<file path="config.mk">
export PLATFORM = sky130hd
export DESIGN_NAME = timer_bank
export DESIGN_NICKNAME = d
export VERILOG_FILES = /design/src/rtl/timer_pkg.sv /design/src/rtl/timer_channel.sv /design/src/rtl/timer_bank.sv
export SDC_FILE = /design/constraint.sdc
export NUM_CORES = 1
export LEC_CHECK = 0
export BUFFER_PORTS_ARGS = -buffer_cell sky130_fd_sc_hd__buf_2
export CELL_PAD_IN_SITES_DETAIL_PLACEMENT = 0
export CELL_PAD_IN_SITES_GLOBAL_PLACEMENT = 2
export CORE_AREA = 3 3 223 225
export CTS_CLUSTER_SIZE = 10
export DETAILED_ROUTE_END_ITERATION = 8
export DIE_AREA = 0 0 226 228
export PLACE_DENSITY = 0.85
export REMOVE_ABC_BUFFERS = 1
export SLEW_MARGIN = 15
export SYNTH_ARGS = -nofsm -noshare
export SYNTH_HDL_FRONTEND = slang
export SYNTH_SLANG_ARGS = --single-unit
export TNS_END_PERCENT = 5
</file>
<file path="constraint.sdc">
create_clock -name clk -period 5.3 [get_ports clk]
set_input_delay 0.265 -clock clk [delete_from_list [all_inputs] [get_ports clk]]
set_output_delay 0.265 -clock clk [all_outputs]
set_load 0.005 [all_outputs]
</file>
<file path="src/rtl/timer_pkg.sv">
// rtl/timer_pkg.sv - shared types for the timer bank
//
// Purpose: mode and channel-state enumerations used by timer_bank and
// timer_channel, plus the decode from the raw two-bit mode field.
// Ports: none (package).

package timer_pkg;

   typedef enum logic [1:0] {
      TMR_OFF      = 2'b00,
      TMR_ONESHOT  = 2'b01,
      TMR_PERIODIC = 2'b10
   } tmr_mode_e;

   typedef enum logic [1:0] {
      IDLE = 2'b00,
      RUN  = 2'b01,
      DONE = 2'b10
   } tmr_state_e;

   // The reserved encoding 2'b11 behaves exactly like a disabled channel.
   function automatic tmr_mode_e decode_mode(input logic [1:0] bits);
      case (bits)
         2'b01:   return TMR_ONESHOT;
         2'b10:   return TMR_PERIODIC;
         default: return TMR_OFF;
      endcase
   endfunction

endpackage

</file>
<file path="src/rtl/timer_channel.sv">
// rtl/timer_channel.sv - one prescaled compare timer channel
//
// Purpose: single timer with IDLE/RUN/DONE FSM, prescaler, main counter,
// one-cycle expiry pulse and sticky pending flag.
// Ports:
//   clk        rising-edge clock
//   rst        synchronous active-low reset
//   cfg_we_i   write strobe already decoded for this channel
//   cfg_mode_i raw mode field (00 off, 01 one-shot, 10 periodic, 11 off)
//   cfg_cmp_i  compare value
//   cfg_presc_i prescale divisor minus one
//   irq_ack_i  clear for the pending flag
//   count_o    current main count
//   expire_o   registered one-cycle expiry pulse
//   irq_pend_o sticky pending flag
//   busy_o     high while in RUN

module timer_channel
   import timer_pkg::*;
#(
   parameter int CNT_W   = 32,
   parameter int PRESC_W = 8
) (
   input  logic               clk,
   input  logic               rst,
   input  logic               cfg_we_i,
   input  logic [1:0]         cfg_mode_i,
   input  logic [CNT_W-1:0]   cfg_cmp_i,
   input  logic [PRESC_W-1:0] cfg_presc_i,
   input  logic               irq_ack_i,
   output logic [CNT_W-1:0]   count_o,
   output logic               expire_o,
   output logic               irq_pend_o,
   output logic               busy_o
);

   tmr_state_e         state_q, state_d;
   tmr_mode_e          mode_q, mode_d;
   logic [CNT_W-1:0]   cmp_q, cmp_d;
   logic [PRESC_W-1:0] presc_q, presc_d;
   logic [PRESC_W-1:0] pcnt_q, pcnt_d;
   logic [CNT_W-1:0]   count_q, count_d;
   logic               expire_q, expire_d;
   logic               pend_q, pend_d;

   always_ff @(posedge clk) begin
      if (!rst) begin
         state_q  <= IDLE;
         mode_q   <= TMR_OFF;
         cmp_q    <= '0;
         presc_q  <= '0;
         pcnt_q   <= '0;
         count_q  <= '0;
         expire_q <= 1'b0;
         pend_q   <= 1'b0;
      end else begin
         state_q  <= state_d;
         mode_q   <= mode_d;
         cmp_q    <= cmp_d;
         presc_q  <= presc_d;
         pcnt_q   <= pcnt_d;
         count_q  <= count_d;
         expire_q <= expire_d;
         pend_q   <= pend_d;
      end
   end

   always_comb begin
      state_d  = state_q;
      mode_d   = mode_q;
      cmp_d    = cmp_q;
      presc_d  = presc_q;
      pcnt_d   = pcnt_q;
      count_d  = count_q;
      expire_d = 1'b0;
      // An ack clears the flag unless an expiry below sets it again.
      pend_d   = pend_q & ~irq_ack_i;

      if (cfg_we_i) begin
         // A write overrides anything the running timer would have done
         // this cycle, including an expiry that was due.
         mode_d  = decode_mode(cfg_mode_i);
         cmp_d   = cfg_cmp_i;
         presc_d = cfg_presc_i;
         pcnt_d  = '0;
         count_d = '0;
         state_d = (mode_d == TMR_OFF) ? IDLE : RUN;
      end else begin
         case (state_q)
            RUN: begin
               if (pcnt_q == presc_q) begin
                  pcnt_d = '0;
                  if (count_q == cmp_q) begin
                     expire_d = 1'b1;
                     pend_d   = 1'b1;
                     if (mode_q == TMR_PERIODIC) begin
                        count_d = '0;
                     end else begin
                        state_d = DONE;
                     end
                  end else begin
                     count_d = count_q + CNT_W'(1);
                  end
               end else begin
                  pcnt_d = pcnt_q + PRESC_W'(1);
               end
            end
            default: begin
               // IDLE and DONE freeze count and prescaler.
            end
         endcase
      end
   end

   assign count_o    = count_q;
   assign expire_o   = expire_q;
   assign irq_pend_o = pend_q;
   assign busy_o     = (state_q == RUN);

endmodule

</file>
<file path="src/rtl/timer_bank.sv">
// rtl/timer_bank.sv - bank of independent prescaled compare timers
//
// Purpose: NUM_CH timer_channel instances with shared configuration port,
// per-channel interrupt acknowledge and a combinational count readback mux.
// Ports:
//   clk       rising-edge clock
//   rst       synchronous active-low reset
//   cfg_we    configuration write strobe
//   cfg_ch    channel addressed by the write (out-of-range writes ignored)
//   cfg_mode  00 off, 01 one-shot, 10 periodic, 11 off
//   cfg_cmp   compare value
//   cfg_presc prescale divisor minus one
//   irq_ack   per-channel pending clear
//   rd_ch     channel selected for readback
//   rd_count  count of rd_ch, 0 when rd_ch is out of range
//   expire    per-channel one-cycle expiry pulse
//   irq_pend  per-channel sticky pending flag
//   busy      per-channel RUN indicator

module timer_bank
   import timer_pkg::*;
#(
   parameter int NUM_CH  = 4,
   parameter int CNT_W   = 32,
   parameter int PRESC_W = 8,
   localparam int CH_W   = (NUM_CH > 1) ? $clog2(NUM_CH) : 1
) (
   input  logic               clk,
   input  logic               rst,
   input  logic               cfg_we,
   input  logic [CH_W-1:0]    cfg_ch,
   input  logic [1:0]         cfg_mode,
   input  logic [CNT_W-1:0]   cfg_cmp,
   input  logic [PRESC_W-1:0] cfg_presc,
   input  logic [NUM_CH-1:0]  irq_ack,
   input  logic [CH_W-1:0]    rd_ch,
   output logic [CNT_W-1:0]   rd_count,
   output logic [NUM_CH-1:0]  expire,
   output logic [NUM_CH-1:0]  irq_pend,
   output logic [NUM_CH-1:0]  busy
);

   logic [CNT_W-1:0] count_w [NUM_CH];

   for (genvar i = 0; i < NUM_CH; i++) begin : g_ch
      logic ch_we;

      // Only in-range addresses can match, so stray writes fall through.
      assign ch_we = cfg_we && (cfg_ch == CH_W'(i));

      timer_channel #(
         .CNT_W   (CNT_W),
         .PRESC_W (PRESC_W)
      ) u_ch (
         .clk         (clk),
         .rst         (rst),
         .cfg_we_i    (ch_we),
         .cfg_mode_i  (cfg_mode),
         .cfg_cmp_i   (cfg_cmp),
         .cfg_presc_i (cfg_presc),
         .irq_ack_i   (irq_ack[i]),
         .count_o     (count_w[i]),
         .expire_o    (expire[i]),
         .irq_pend_o  (irq_pend[i]),
         .busy_o      (busy[i])
      );
   end

   always_comb begin
      rd_count = '0;
      for (int i = 0; i < NUM_CH; i++) begin
         if (rd_ch == CH_W'(i)) begin
            rd_count = count_w[i];
         end
      end
   end

endmodule

</file>
==> results summary <==
Setup repair after global routing left no endpoint under its margin. The synthesis-to-layout area growth came out at 11.6%. At the end of the flow, the number of nets in the layout was 2,176. During I/O placement, the number of pins put on the boundary was 97.

The via density per instance came out at 5.79. The worst setup path is launched from a register. Sequential elements use 39.0% of the synthesized area.

The number of cell rows came out at 80. Data on the critical path is required at its endpoint by 5.70 ns. The quantity of I/O buffers inserted on ports is 96. The repair_antennas step left the layout with diodes totalling 0.

The initial cell density of the core came out at 37.0%. Among all cell types in the netlist, the one instantiated most often is nand2_1. By area the synthesized netlist is led by dfxtp_1, nand2_1, a21boi_0, xor2_1, mux4_2. The internal portion of the total power is 4280 µW. The total via count in the routed design came out at 15,907. The commonest cells after synthesis are nand2_1, dfxtp_1, a21boi_0.

Data on the critical path arrives at its endpoint at 3.67 ns. The total number of yosys warnings is 0. The met2 wirelength from detailed routing came out at 30,000 µm. Setup total negative slack on the finished layout was measured at 0 ns. For this block, the routed nets add up to 65,800 µm of wire.

TritonCTS built the clock tree. The final-report max-slew violation count came out at 0. Counting every instance in the synthesized netlist gives 2,107.

The count of nets left with antenna violations once routing finished came out at 0. The number of global-route vias before repair was 15,016. Combinational cells account for 8.4% of the total power.

The minimum clock period is 3.26 ns. Clock tree synthesis selected as its root buffer the cell clkbuf_16. The initial antenna violation count came out at 1. The layout cell share with drive strength beyond 1 came out at 10.9%. The total number of clock tree sinks came out at 344. The startpoint-to-endpoint class of the critical path is reg2reg. Across the routed clock network, the largest skew measured is 0.0198 ns. The post-detailed-route wirelength per cell came out at 24.0 µm.

The placed cell count is 2,676. No sink is reached through more buffers than the 3 on the longest clock path. The critical path goes through xnor2_1 > nand4_1 > nor4_1 > nand2_1 > o31ai_4 > nor2_1. The setup fix buffers added after clock tree synthesis came out at 0. Entering global routing, the biggest net connects 66 pins. The endpoint kind of the worst setup timing path is a register. The synthesized design contains 0 enable-type register cells.

The number of max-cap violations came out at 0. The share of total power in the clock network is 45.4%. Synthesis inferred 344 register bits. The share of total power in sequential cells came out at 46.2%. The floorplan core area is 47,700 µm². The detailed placement HPWL came out at 47,200 µm. The highest metal layer carrying signal wires in the routed design is met4.

The flow ran to the end, and the final reports show no timing, DRC or antenna violations. In this run the number of H-tree levels came out at 2. Summed over all cells, the static leakage comes to 0.00708 µW. In the final routing, the length of wire on met1 measures 29,000 µm. For this run, the slowest stage of the critical path takes 0.91 ns. Along the worst path, the maximum fanout reaches 17. The power per cell area came out at 294 nW/µm². The relative slew slack came out at 23.9%. The min-delay analysis places its worst path in the category in2reg. The clock-pin slew reported for the worst setup and hold paths after clock tree synthesis came out at 0.06 ns. The detailed-router iteration count before antenna repair is 5.

Summed over all nets, the switching power comes to 1500 µW. The count of distinct cell types in the synthesized netlist is 68. Of the total power, the share spent switching nets is 26.0%. The average cell area after synthesis came out at 8.38 µm². The final hold violation count is 0. The filler cell count in the final layout came out at 4,799. At the later pin of the worst-skew pair, clock insertion delay measures 0.57 ns.

On the critical path, the stage with the largest delay is an instance of o31ai_4. The number of standard cells in the layout, taps in and fillers out came out at 2,746. After layout, the worst path uses 61.6% of the clock period.

The width of the die came out at 226 µm. Clock tree synthesis inserted a total of 42 buffers. The slew at the pin closest to its max-slew limit is 1.14 ns.

The routed design uses 4620 µm of met3 wire. The total DRC errors in the routed layout is 0. The die covers 51,500 µm². In the synthesized netlist the dominant register cell turns out to be dfxtp_1. The fraction of registers with async set/reset came out at 0%. The number of DRC markers after the initial detailed-route iteration came out at 1,619.

The global router's overall resource usage is 25.1%. Setup violations remaining at the end of the flow were counted as 0. The largest total area in the synthesized netlist belongs to dfxtp_1. The global-route congestion overflow total is 0. The first global-routing pass estimated 98,200 µm of wire. The mapped netlist covers 17,700 µm². The maximum VDD drop is 0.000180 V. The congestion estimate from routability-driven global placement came to 0.891. Based on the critical path, the design can be clocked at up to 0.306 GHz. The portion of synthesized cell area occupied by the leading cell type came out at 39.0%.

The die span in y came out at 228 µm.
[logic make-up (layout without fill, tap and decap cells)]
group / after synthesis / after routing / synth area share, %
buffers and inverters: 178 / 202 / 4.19
xor gates and xnor gates: 189 / 189 / 9.37
muxes: 42 / 42 / 4.67
adders and majority gates: 10 / 10 / 0.708
AOI/OAI and AO/OA: 445 / 445 / 17.0
DFF: 344 / 344 / 39.0
and+or+nand+nor: 899 / 899 / 25.1
[final cells by class]
cell class / count / area [µm²] / share of cell area, %
clock inverter: 2 / 21.3 / 0.108
multi-input combinational: 1585 / 10100 / 51.2
inverter: 17 / 63.8 / 0.324
tap: 615 / 769 / 3.91
clock buffer: 60 / 1170 / 5.93
sequential: 344 / 6890 / 34.9
timing repair buffer: 123 / 706 / 3.58
[state kept, by name (all words and copies together) (netlist names)]
signal	flops
g_ch.u_ch.expire_o	4
g_ch.u_ch.presc_q	32
g_ch.u_ch.mode_q	8
g_ch.u_ch.cmp_q	128
g_ch.u_ch.state_q	8
g_ch.u_ch.irq_pend_o	4
g_ch.u_ch.pcnt_q	32
g_ch.u_ch.count_o	128
[through the flow]
stage / total power [µW] / hold slack, ns / setup WS [ns] / area, µm² / utilization (%)
after floorplan: 2960 / 0.359 / 1.14 / 17000 / -
after global placement: 3190 / 0.442 / 2.16 / 18400 / 38.6
after detailed placement: 3200 / 0.455 / 2.15 / 18400 / 38.6
after CTS: 5840 / 0.000463 / 2.13 / 19700 / 41.3
after global routing: 5970 / 0.0271 / 1.85 / 19700 / 41.3
final: 5780 / 0.0276 / 2.04 / 19700 / 41.3
[worst max-delay path: cells and delay by family (launching register included)]
kind	cells	cell delay, ns
xor gates and xnor gates	1	0.17
AOI/OAI and AO/OA	1	0.91
DFF	1	0.56
and+or+nand+nor	4	1.45
[power by group through the flow]
stage	combinational, µW	clock, µW	sequential, µW
CTS	481	2690	2670
finish	487	2630	2670
global placement	468	0	2720
global route	524	2770	2670
detailed placement	475	0	2730
floorplan	250	0	2710
[path summary, 6_finish.rpt]
path                                                           start                               endpoint  slack (ns)  cells after the start
worst min register to register  g_ch[3].u_ch.state_q[0]$_SDFFE_PN0P_   g_ch[3].u_ch.state_q[0]$_SDFFE_PN0P_        0.46                      2
worst max register to register  g_ch[2].u_ch.count_o[8]$_SDFFE_PP0P_  g_ch[2].u_ch.count_o[14]$_SDFFE_PP0P_        2.04                      6
worst min-delay path                                      cfg_cmp[8]     g_ch[1].u_ch.cmp_q[8]$_SDFFE_PN0P_        0.03                      3
worst max-delay path            g_ch[2].u_ch.count_o[8]$_SDFFE_PP0P_  g_ch[2].u_ch.count_o[14]$_SDFFE_PP0P_        2.04                      6
[per-layer routing]
layer | vias up | global-route usage [%]
li1 | 7462 | -
met1 | 7767 | 34.8
met2 | 578 | 40.0
met3 | 100 | 3.91
met4 | 0 | 8.10
met5 | - | 0
[cells in the final DEF, fill, tap and decap left out, types with 32 or more instances in the layout]
| cell type | count |
|---|---|
| nand2_1 | 441 |
| dfxtp_1 | 344 |
| a21boi_0 | 172 |
| xor2_1 | 123 |
| a21oi_1 | 116 |
| buf_2 | 95 |
| xnor2_1 | 66 |
| nor2_1 | 65 |
| or4_1 | 64 |
| nand4_1 | 59 |
| o31ai_1 | 57 |
| nand3_1 | 54 |
| nor4_1 | 44 |
| o21ai_0 | 42 |
| clkbuf_16 | 42 |
| or3_1 | 34 |
| mux4_2 | 32 |
[repair_timing]
item / CTS / global route
hold buffers: 8 / 0
endpoints found under the setup margin: 0 / 0
endpoints found under the hold margin: 14 / 0
resized for setup: 0 / 0
(Power assumes the default switching activity.)
